`config.mk`:
```
export PLATFORM = sky130hd
export DESIGN_NAME = hazard_unit_flat
export DESIGN_NICKNAME = d
export VERILOG_FILES = /design/src/rtl/hazard_unit_pkg.sv /design/src/rtl/hazard_unit_if.sv /design/src/rtl/raw_detect.sv /design/src/rtl/hazard_unit.sv /design/src/flat_wrapper.sv
export SDC_FILE = /design/constraint.sdc
export NUM_CORES = 1
export LEC_CHECK = 0
export ABC_AREA = 1
export ABC_CLOCK_PERIOD_IN_PS = 2400
export BUFFER_PORTS_ARGS = -buffer_cell sky130_fd_sc_hd__buf_4
export CAP_MARGIN = 20
export CORE_MARGIN = 10
export CORE_UTILIZATION = 25
export CTS_CLUSTER_SIZE = 24
export DETAILED_ROUTE_END_ITERATION = 7
export MAX_ROUTING_LAYER = met4
export PLACE_DENSITY = 0.53
export SYNTH_ARGS = -nofsm -noshare
export SYNTH_HDL_FRONTEND = slang
export SYNTH_SLANG_ARGS = --single-unit
export TNS_END_PERCENT = 5
```
`constraint.sdc`:
```
create_clock -name clk -period 2.4 [get_ports clk]
set_clock_uncertainty 0.15 [all_clocks]
set_input_delay 0.12 -clock clk [delete_from_list [all_inputs] [get_ports clk]]
set_output_delay 0.12 -clock clk [all_outputs]
set_load 0.02 [all_outputs]
```
`src/rtl/hazard_unit_pkg.sv`:
```
// Shared constants for the pipeline hazard unit: FSM state encodings and
// the register index that never carries a real dependency (x0 / NOP).
package hazard_unit_pkg;

    typedef enum logic [1:0] {
        ST_RUN      = 2'd0,
        ST_MEM_WAIT = 2'd1,
        ST_ERR      = 2'd2
    } state_t;

    localparam logic [4:0] REG_X0     = 5'd0;
    localparam int         WAIT_CNT_W = 8;

endpackage

```
`src/rtl/hazard_unit_if.sv`:
```
// Pipeline <-> hazard unit signal bundle. The pipeline side (master) supplies
// register/branch/memory status; the hazard unit (slave) returns the stage
// enables, flushes, error flag, stall counter and FSM state.
interface hazard_unit_if #(
    parameter int STALL_CNT_W = 16
);
    logic [4:0]             EX_MEM_RD;
    logic                   EX_MEM_WRITE;
    logic [4:0]             ID_EX_RS1;
    logic [4:0]             ID_EX_RS2;
    logic                   ID_EX_USE1;
    logic                   ID_EX_USE2;
    logic                   BRANCH_TAKEN;
    logic                   MEM_REQ;
    logic                   MEM_READY;

    logic                   PC_EN;
    logic                   IF_ID_EN;
    logic                   ID_EX_EN;
    logic                   EX_MEM_EN;
    logic                   MEM_WB_EN;
    logic                   IF_ID_FLUSH;
    logic                   ID_EX_FLUSH;
    logic                   EX_MEM_BUBBLE;
    logic                   MEM_ERR;
    logic [STALL_CNT_W-1:0] STALL_CNT;
    logic [1:0]             STATE;

    modport master (
        output EX_MEM_RD, EX_MEM_WRITE, ID_EX_RS1, ID_EX_RS2, ID_EX_USE1,
               ID_EX_USE2, BRANCH_TAKEN, MEM_REQ, MEM_READY,
        input  PC_EN, IF_ID_EN, ID_EX_EN, EX_MEM_EN, MEM_WB_EN, IF_ID_FLUSH,
               ID_EX_FLUSH, EX_MEM_BUBBLE, MEM_ERR, STALL_CNT, STATE
    );

    modport slave (
        input  EX_MEM_RD, EX_MEM_WRITE, ID_EX_RS1, ID_EX_RS2, ID_EX_USE1,
               ID_EX_USE2, BRANCH_TAKEN, MEM_REQ, MEM_READY,
        output PC_EN, IF_ID_EN, ID_EX_EN, EX_MEM_EN, MEM_WB_EN, IF_ID_FLUSH,
               ID_EX_FLUSH, EX_MEM_BUBBLE, MEM_ERR, STALL_CNT, STATE
    );

endinterface

```
`src/rtl/raw_detect.sv`:
```
// RAW comparator: the EX/MEM producer's destination matches a source that the
// ID/EX consumer actually reads. Writes to x0 never create a dependency.
module raw_detect
    import hazard_unit_pkg::*;
(
    input  logic [4:0] i_rd,
    input  logic       i_write,
    input  logic [4:0] i_rs1,
    input  logic       i_use1,
    input  logic [4:0] i_rs2,
    input  logic       i_use2,
    output logic       o_raw
);

    logic w_hit1;
    logic w_hit2;

    assign w_hit1 = (i_rd == i_rs1) && i_use1;
    assign w_hit2 = (i_rd == i_rs2) && i_use2;
    assign o_raw  = i_write && (i_rd != REG_X0) && (w_hit1 || w_hit2);

endmodule

```
`src/rtl/hazard_unit.sv`:
```
// Pipeline hazard unit: one-cycle RAW stall against EX/MEM, branch flush,
// memory-wait freeze with timeout to a sticky error state, and a saturating
// stall-cycle counter.
module hazard_unit
    import hazard_unit_pkg::*;
#(
    parameter int MEM_TIMEOUT = 255,
    parameter int STALL_CNT_W = 16
) (
    input  logic         clk,
    input  logic         rst,
    hazard_unit_if.slave bus
);

    state_t                  r_state;
    logic [WAIT_CNT_W-1:0]   r_wait_cnt;
    logic                    r_mem_err;
    logic [STALL_CNT_W-1:0]  r_stall_cnt;

    logic w_raw;
    logic w_mem_busy;
    logic w_freeze;
    logic w_timeout;
    logic w_pc_en;
    logic w_if_id_en;
    logic w_id_ex_en;
    logic w_ex_mem_en;
    logic w_mem_wb_en;
    logic w_if_id_flush;
    logic w_id_ex_flush;
    logic w_ex_mem_bubble;

    raw_detect u_raw (
        .i_rd    (bus.EX_MEM_RD),
        .i_write (bus.EX_MEM_WRITE),
        .i_rs1   (bus.ID_EX_RS1),
        .i_use1  (bus.ID_EX_USE1),
        .i_rs2   (bus.ID_EX_RS2),
        .i_use2  (bus.ID_EX_USE2),
        .o_raw   (w_raw)
    );

    // A pending access that has not completed this cycle freezes the whole
    // pipe; the error state freezes it permanently until reset.
    assign w_mem_busy = bus.MEM_REQ && !bus.MEM_READY;
    assign w_freeze   = w_mem_busy || (r_state == ST_ERR);
    // Timeouts above the counter range simply never fire.
    assign w_timeout  = (int'(r_wait_cnt) == MEM_TIMEOUT);

    // Output priority: reset, freeze, RAW stall, taken branch, normal flow.
    // A branch seen during a stall or freeze is dropped: its operands are
    // stale, and EX re-resolves it once the pipe moves again.
    always_comb begin
        w_pc_en         = 1'b1;
        w_if_id_en      = 1'b1;
        w_id_ex_en      = 1'b1;
        w_ex_mem_en     = 1'b1;
        w_mem_wb_en     = 1'b1;
        w_if_id_flush   = 1'b0;
        w_id_ex_flush   = 1'b0;
        w_ex_mem_bubble = 1'b0;
        if (rst) begin
            w_if_id_flush   = 1'b1;
            w_id_ex_flush   = 1'b1;
            w_ex_mem_bubble = 1'b1;
        end else if (w_freeze) begin
            w_pc_en     = 1'b0;
            w_if_id_en  = 1'b0;
            w_id_ex_en  = 1'b0;
            w_ex_mem_en = 1'b0;
            w_mem_wb_en = 1'b0;
        end else if (w_raw) begin
            // Hold front end, let the producer drain to MEM/WB and insert a
            // NOP behind it so forwarding from MEM/WB covers the consumer.
            w_pc_en         = 1'b0;
            w_if_id_en      = 1'b0;
            w_id_ex_en      = 1'b0;
            w_ex_mem_bubble = 1'b1;
        end else if (bus.BRANCH_TAKEN) begin
            w_if_id_flush = 1'b1;
            w_id_ex_flush = 1'b1;
        end
    end

    // Memory-wait FSM with wait counter and sticky error flag.
    always_ff @(posedge clk) begin
        if (rst) begin
            r_state    <= ST_RUN;
            r_wait_cnt <= '0;
            r_mem_err  <= 1'b0;
        end else begin
            case (r_state)
                ST_RUN: begin
                    r_wait_cnt <= '0;
                    if (w_mem_busy) r_state <= ST_MEM_WAIT;
                end
                ST_MEM_WAIT: begin
                    r_wait_cnt <= r_wait_cnt + 1'b1;
                    // Completion wins over a simultaneous timeout.
                    if (bus.MEM_READY) begin
                        r_state <= ST_RUN;
                    end else if (w_timeout) begin
                        r_state   <= ST_ERR;
                        r_mem_err <= 1'b1;
                    end
                end
                ST_ERR: begin
                    r_mem_err <= 1'b1;
                end
                default: begin
                    r_state <= ST_RUN;
                end
            endcase
        end
    end

    // Saturating count of cycles where the PC did not advance.
    always_ff @(posedge clk) begin
        if (rst) begin
            r_stall_cnt <= '0;
        end else if (!w_pc_en && (r_stall_cnt != {STALL_CNT_W{1'b1}})) begin
            r_stall_cnt <= r_stall_cnt + 1'b1;
        end
    end

    assign bus.PC_EN         = w_pc_en;
    assign bus.IF_ID_EN      = w_if_id_en;
    assign bus.ID_EX_EN      = w_id_ex_en;
    assign bus.EX_MEM_EN     = w_ex_mem_en;
    assign bus.MEM_WB_EN     = w_mem_wb_en;
    assign bus.IF_ID_FLUSH   = w_if_id_flush;
    assign bus.ID_EX_FLUSH   = w_id_ex_flush;
    assign bus.EX_MEM_BUBBLE = w_ex_mem_bubble;
    assign bus.MEM_ERR       = r_mem_err;
    assign bus.STALL_CNT     = r_stall_cnt;
    assign bus.STATE         = r_state;

endmodule
```
`src/flat_wrapper.sv`:
```
// flat-port wrapper written by rule: the top's interface ports become plain ports
module hazard_unit_flat import hazard_unit_pkg::*;
#(
    parameter int MEM_TIMEOUT = 255,
    parameter int STALL_CNT_W = 16
)
  (clk, rst, bus_EX_MEM_RD, bus_EX_MEM_WRITE, bus_ID_EX_RS1, bus_ID_EX_RS2, bus_ID_EX_USE1, bus_ID_EX_USE2, bus_BRANCH_TAKEN, bus_MEM_REQ, bus_MEM_READY, bus_PC_EN, bus_IF_ID_EN, bus_ID_EX_EN, bus_EX_MEM_EN, bus_MEM_WB_EN, bus_IF_ID_FLUSH, bus_ID_EX_FLUSH, bus_EX_MEM_BUBBLE, bus_MEM_ERR, bus_STALL_CNT, bus_STATE);
  hazard_unit_if #(.STALL_CNT_W(STALL_CNT_W)) bus_i ();
  input  logic clk;
  input  logic rst;
  input wire logic [$bits(bus_i.EX_MEM_RD)-1:0] bus_EX_MEM_RD;
  input wire logic [$bits(bus_i.EX_MEM_WRITE)-1:0] bus_EX_MEM_WRITE;
  input wire logic [$bits(bus_i.ID_EX_RS1)-1:0] bus_ID_EX_RS1;
  input wire logic [$bits(bus_i.ID_EX_RS2)-1:0] bus_ID_EX_RS2;
  input wire logic [$bits(bus_i.ID_EX_USE1)-1:0] bus_ID_EX_USE1;
  input wire logic [$bits(bus_i.ID_EX_USE2)-1:0] bus_ID_EX_USE2;
  input wire logic [$bits(bus_i.BRANCH_TAKEN)-1:0] bus_BRANCH_TAKEN;
  input wire logic [$bits(bus_i.MEM_REQ)-1:0] bus_MEM_REQ;
  input wire logic [$bits(bus_i.MEM_READY)-1:0] bus_MEM_READY;
  output wire logic [$bits(bus_i.PC_EN)-1:0] bus_PC_EN;
  output wire logic [$bits(bus_i.IF_ID_EN)-1:0] bus_IF_ID_EN;
  output wire logic [$bits(bus_i.ID_EX_EN)-1:0] bus_ID_EX_EN;
  output wire logic [$bits(bus_i.EX_MEM_EN)-1:0] bus_EX_MEM_EN;
  output wire logic [$bits(bus_i.MEM_WB_EN)-1:0] bus_MEM_WB_EN;
  output wire logic [$bits(bus_i.IF_ID_FLUSH)-1:0] bus_IF_ID_FLUSH;
  output wire logic [$bits(bus_i.ID_EX_FLUSH)-1:0] bus_ID_EX_FLUSH;
  output wire logic [$bits(bus_i.EX_MEM_BUBBLE)-1:0] bus_EX_MEM_BUBBLE;
  output wire logic [$bits(bus_i.MEM_ERR)-1:0] bus_MEM_ERR;
  output wire logic [$bits(bus_i.STALL_CNT)-1:0] bus_STALL_CNT;
  output wire logic [$bits(bus_i.STATE)-1:0] bus_STATE;
  assign bus_i.EX_MEM_RD = bus_EX_MEM_RD;
  assign bus_i.EX_MEM_WRITE = bus_EX_MEM_WRITE;
  assign bus_i.ID_EX_RS1 = bus_ID_EX_RS1;
  assign bus_i.ID_EX_RS2 = bus_ID_EX_RS2;
  assign bus_i.ID_EX_USE1 = bus_ID_EX_USE1;
  assign bus_i.ID_EX_USE2 = bus_ID_EX_USE2;
  assign bus_i.BRANCH_TAKEN = bus_BRANCH_TAKEN;
  assign bus_i.MEM_REQ = bus_MEM_REQ;
  assign bus_i.MEM_READY = bus_MEM_READY;
  assign bus_PC_EN = bus_i.PC_EN;
  assign bus_IF_ID_EN = bus_i.IF_ID_EN;
  assign bus_ID_EX_EN = bus_i.ID_EX_EN;
  assign bus_EX_MEM_EN = bus_i.EX_MEM_EN;
  assign bus_MEM_WB_EN = bus_i.MEM_WB_EN;
  assign bus_IF_ID_FLUSH = bus_i.IF_ID_FLUSH;
  assign bus_ID_EX_FLUSH = bus_i.ID_EX_FLUSH;
  assign bus_EX_MEM_BUBBLE = bus_i.EX_MEM_BUBBLE;
  assign bus_MEM_ERR = bus_i.MEM_ERR;
  assign bus_STALL_CNT = bus_i.STALL_CNT;
  assign bus_STATE = bus_i.STATE;
  hazard_unit #(.MEM_TIMEOUT(MEM_TIMEOUT), .STALL_CNT_W(STALL_CNT_W)) u_core (.clk(clk), .rst(rst), .bus(bus_i));
endmodule
```
=== Yosys cells after proc, flatten, opt, wreduce, memory -nomap -nowiden ===
Index checks and enable logic that the tools add are counted.

* Bits in registers: 27

* Mux-type cells: 20
* Equality and inequality tests: 10
* Bitwise operators: 1
* Reduce and logical (&&, ||, !) cells: 16
* Add/sub/neg operators: 2

{| class="wikitable"
|+ Operators by type and width
! cell !! number
|-
| 16-bit by 1-bit adder with 16-bit output, second input constant || 1
|-
| 16-bit inequality test, second input constant || 1
|-
| 8-bit one-hot mux with 2 select lines || 1
|-
| 1-bit 2-to-1 mux || 14
|-
| 5-bit equality test || 2
|-
| 8-bit by 1-bit adder with 8-bit output, second input constant || 1
|-
| 8-bit by 1-bit equality test with 1-bit output, second input constant || 1
|-
| 1-bit logical AND || 6
|-
| 2-bit 2-to-1 mux || 3
|-
| 2-bit one-hot mux with 3 select lines || 1
|-
| 3-bit AND reduction || 2
|-
| 5-bit nonzero test || 1
|-
| 2-bit by 1-bit inequality test with 1-bit output, second input constant || 2
|-
| 2-bit nonzero test || 2
|-
| 3-bit by 2-bit inequality test with 1-bit output, second input constant || 1
|-
| 2-bit by 1-bit equality test with 1-bit output, second input constant || 1
|-
| 2-bit equality test, second input constant || 1
|-
| 1-bit logical NOT || 2
|-
| 2-bit logical NOT || 1
|-
| 1-bit logical OR || 2
|-
| 2-bit inequality test, second input constant || 1
|-
| 1-bit one-hot mux with 2 select lines || 1
|-
| 1-bit NOT || 1
|}

=== Longest topological paths before layout ===
* Depth after elaboration: 9
* Gate-level depth with buffers: 13
* Gate-level depth less buffers: 12

=== By module ===
Synthesis repeated with hierarchy kept, for this count alone.

* Cells, all modules: 276
* Area, all modules: 1699.1 µm²

{| class="wikitable"
|+ Modules (own cells, without submodules)
! module !! cells each !! area each (µm²) !! times used !! sequential area each (µm²)
|-
| hazard_unit || 221 || 1482.7 || 1 || 540.5
|-
| raw_detect || 55 || 216.5 || 1 || 0.0
|}

=== Least setup slack after synthesis ===
Ideal clock, no wire load.

* Path type: reg2out
* Start: register u_core.r_state[1] (netlist: u_core.bus.STATE[1])
* End: output port bus_IF_ID_FLUSH
* Arrival time: 1.843 ns
* Buffers on the path: 2
* Slack: 0.287 ns
* Stages on the path, launching flop included: 11
* Cell sequence: dfxtp_1 -> inv_1 -> nor2_1 -> inv_1 -> nand2_1 -> inv_1 -> nand2_2 -> buf_4 -> nand2_1 -> o21a_1 -> buf_4

* Word-level cells in the longest chain between the ends: 4

{| class="wikitable"
|+ Ends and longest elaborated chain
! item !! line !! text
|-
| start, declared || hazard_unit.sv:15 || <nowiki>state_t r_state;</nowiki>
|-
| start signal, assigned || hazard_unit.sv:88 || <nowiki>r_state <= ST_RUN;</nowiki>
|-
| start signal, assigned || hazard_unit.sv:95 || <nowiki>if (w_mem_busy) r_state <= ST_MEM_WAIT;</nowiki>
|-
| start signal, assigned || hazard_unit.sv:101 || <nowiki>r_state <= ST_RUN;</nowiki>
|-
| 2-bit equality test || hazard_unit.sv:46 || <nowiki>assign w_freeze = w_mem_busy || (r_state == ST_ERR);</nowiki>
|-
| 1-bit logical OR || hazard_unit.sv:46 ||
|-
| 1-bit 2-to-1 mux (2 in a row) || n/a ||
|-
| end, declared || flat_wrapper.sv:25 || <nowiki>output wire logic [$bits(bus_i.IF_ID_FLUSH)-1:0] bus_IF_ID_FLUSH;</nowiki>
|}

Every way passes these cells.

=== Worst setup path after layout ===
* Start: register u_core.r_state[1] (netlist: u_core.bus.STATE[1])
* End: output port bus_IF_ID_FLUSH

* Word-level cells in the longest chain between the ends: 4

{| class="wikitable"
|+ Ends and longest elaborated chain
! item !! line !! text
|-
| 2-bit equality test || hazard_unit.sv:46 ||
|-
| 1-bit logical OR || hazard_unit.sv:46 ||
|-
| 1-bit 2-to-1 mux || hazard_unit.sv:66 || <nowiki>end else if (w_freeze) begin</nowiki>
|-
| 1-bit 2-to-1 mux || hazard_unit.sv:62 || <nowiki>if (rst) begin</nowiki>
|}

Every way passes these cells.

==> results.json <==
{
  "status": "completed",
  "syn_to_final_growth_pct": 28.6,
  "reg2reg_from": "u_core.bus.STALL_CNT[0]",
  "start_util_pct": 25.8,
  "drt-wirelength-per-cell_um": 10.4,
  "portBuffers": 49,
  "grt_use_total_pct": 8.52,
  "fin_crit_sh_pct": 88.4,
  "reg2regPathDepth": 12,
  "vias_per_cell": 4.07,
  "dr_wl_met2_um": 2300,
  "final_nets": 368,
  "cp_top_family": "simple AND/OR/NAND/NOR gates",
  "dieWidth_um": 104,
  "crit_required_ps": 2130,
  "max_slew_margin_pct": 59.8,
  "postRouteAntennaNets": 0,
  "n_antenna_cell": 0,
  "rsz0062_at_grt": "no",
  "p_leak_nw": 1.15,
  "critPathMaxStageDelay_ps": 450,
  "ys_warn_count": 0,
  "core_area_um2": 6790,
  "async_flop_share_pct": 0,
  "p_per_area_nw_per_um2": 385,
  "cp.buffers_inverters": 4,
  "synth_most_common_cell": "nand2_1",
  "crit_chain": "inv_1 > nor2_1 > inv_1 > nand2_1 > inv_1 > nand2_4 > nand2_1 > o21a_1 > buf_4",
  "h-tree-depth": 1,
  "highest_layer": "met3",
  "crit_type": "reg -> out",
  "clock_path_buffers": 2,
  "wl_um": 4550,
  "end_kind": "output port",
  "synthDistinctLibCells": 29,
  "cpMaxStageDelayCell": "dfxtp_1",
  "grt_pass1_vias": 1689,
  "place_area_um2": 2180,
  "drv_cap": 0,
  "synth_flop_cell": "dfxtp_1",
  "antenna_found_initial": 0,
  "fill_cells": 761,
  "whs_endpoint": "u_core.bus.STATE[0]",
  "syn_avg_cell_area_um2": 5.94,
  "path_clk_slew_ps": 90,
  "die_area_um2": 10800,
  "setup_ws_ps": 277,
  "fin_crit_ps": 2120,
  "drive_gt1_share_pct": 20.2,
  "grt_overflow": 0,
  "dr_wl_met3_um": 78,
  "fin_tns_setup_ps": 0,
  "cts_root_buf": "clkbuf_8",
  "finalSetupViolCount": 0,
  "worstPathArrival_ps": 1850,
  "dp_hpwl_um": 3640,
  "vias": 1784,
  "path_max_fanout": 16,
  "synth_area_um2": 1750,
  "clock_latency_ps": 280,
  "start_kind": "flop",
  "ys_seq_elements": 27,
  "holdWs_ps": 33.1,
  "worst_pin_slew_ps": 597,
  "finalHoldViolations": 0,
  "final-max-slew-violation-count": 0,
  "synth_top_area_share_pct": 30.9,
  "drt-met1-wl_um": 2160,
  "hp-class": "in -> reg",
  "fp-row-count": 30,
  "ios": 50,
  "ir_drop_mv": 0.348,
  "syn-instance-count": 295,
  "drtPass1Iterations": 4,
  "gp_congestion": 0.821,
  "die_h_um": 104,
  "min_from": "bus_MEM_REQ",
  "max_freq_mhz": 471,
  "drt_iter0_drc": 49,
  "yosys-top-cells-count": "nand2_1 (89), inv_1 (53), nor2_1 (43)",
  "grt_pass1_wl_um": 7660,
  "synth_top_area_cell": "dfxtp_1",
  "yosys-top-cells-area": "dfxtp_1 (31%), nand2_1 (19%), inv_1 (11%)",
  "synth_nets": 320,
  "cts_buffers": 3,
  "crit_top_cell": "inv_1",
  "grt_max_degree": 17,
  "holdPathStages": 5,
  "cts_tree": "yes",
  "pre_cts_slack_ps": 356,
  "r2r_end": "u_core.bus.STALL_CNT[6]",
  "utilization_pct": 33.2,
  "synth_edf_count": 0,
  "remaining_drc_errors": 0,
  "cts_sinks": 27,
  "fin_area_um2": 2250,
  "yosysSeqAreaShare_pct": 30.9,
  "rrSetupSlack_ps": 360
}
-- power breakdown --
group / leakage (nW) / switching [mW] / internal [mW]
sequential: 0.218 / 0.00667 / 0.453
clock: 0.0255 / 0.150 / 0.117
combinational: 0.908 / 0.0783 / 0.0634
total: 1.15 / 0.235 / 0.633
-- cells in the final DEF (no fill, tap or decap), types with 5 or more instances in the layout --
cell / instances
nand3_1: 17
nand2_1: 89
inv_2: 5
nor3_1: 5
nor2_1: 43
nand4_1: 10
dfxtp_1: 27
inv_1: 53
buf_4: 51
a21oi_1: 10
-- worst register-to-register path: stages, from the launching register on --
cell and delay (ps):
dfxtp_1 440, ha_1 240, nand2_1 80, nor2_2 100, nand2_2 80, nor2_4 160, nand3_2 250, inv_1 150
nor2_1 80, nand2_1 90, nand2_1 50, nand2_1 50, nor2_1 30
-- layout make-up --
cell class / instances / area [µm²] / share of cell area (%)
clock inverters: 1 / 5.00 / 0.222
flip-flops and latches: 27 / 541 / 24.0
inverters: 58 / 218 / 9.66
multi-input cells: 200 / 926 / 41.1
well taps: 96 / 120 / 5.33
clock buffers: 3 / 41.3 / 1.83
repair buffers: 53 / 403 / 17.9
-- repair_timing --
item,4_1_cts,5_1_grt
hold buffers,2,0
setup buffers,0,0
setup endpoints to repair,0,2
gates resized for setup,0,1
hold endpoints to repair,8,0
-- state kept, by name, summed over array words and instances, names as in the netlist --
name                  count
u_core.bus.STATE          2
u_core.bus.MEM_ERR        1
u_core.bus.STALL_CNT     16
u_core.r_wait_cnt         8
-- per-stage QoR --
| step | power (mW) | std cells |
|---|---|---|
| final | 0.868 | 438 |
| after global routing | 0.920 | 438 |
| after CTS | 0.880 | 438 |
| after detailed placement | 0.610 | 432 |
| after global placement | 0.609 | 432 |
| after floorplan | 0.551 | 295 |
-- worst max-delay path by stage --
stage	startpoint	end	slack (ps)	cells past startpoint
after floorplan	u_core.bus.STATE[1]	bus_IF_ID_FLUSH	290	10
after global placement	u_core.bus.STALL_CNT[0]	u_core.bus.STALL_CNT[11]	330	10
after detailed placement	u_core.bus.STALL_CNT[0]	u_core.bus.STALL_CNT[6]	360	12
after CTS	u_core.bus.STATE[1]	bus_IF_ID_FLUSH	170	9
after global routing	u_core.bus.STATE[1]	bus_IF_ID_FLUSH	50	9
final	u_core.bus.STATE[1]	bus_IF_ID_FLUSH	280	9
-- cells by family (layout without fill, tap and decap cells) --
| logic type | Yosys count | after routing | synth area share [%] |
|---|---|---|---|
| adder cells (fa/ha/maj) | 2 | 2 | 1.43 |
| AO/OA/AOI/OAI | 19 | 19 | 6.29 |
| XOR/XNOR | 2 | 2 | 1.00 |
| buffers and inverters | 68 | 115 | 16.6 |
| flip-flops | 27 | 27 | 30.9 |
| AND/OR/NAND/NOR | 177 | 177 | 43.9 |
-- routing by layer --
layer | up-vias | GRT usage, %
met1 | 770 | 9.53
met4 | 0 | 0.895
met5 | - | -
met3 | 0 | 1.92
li1 | 993 | -
met2 | 21 | 15.5
Power figures use the tool's default switching activity.
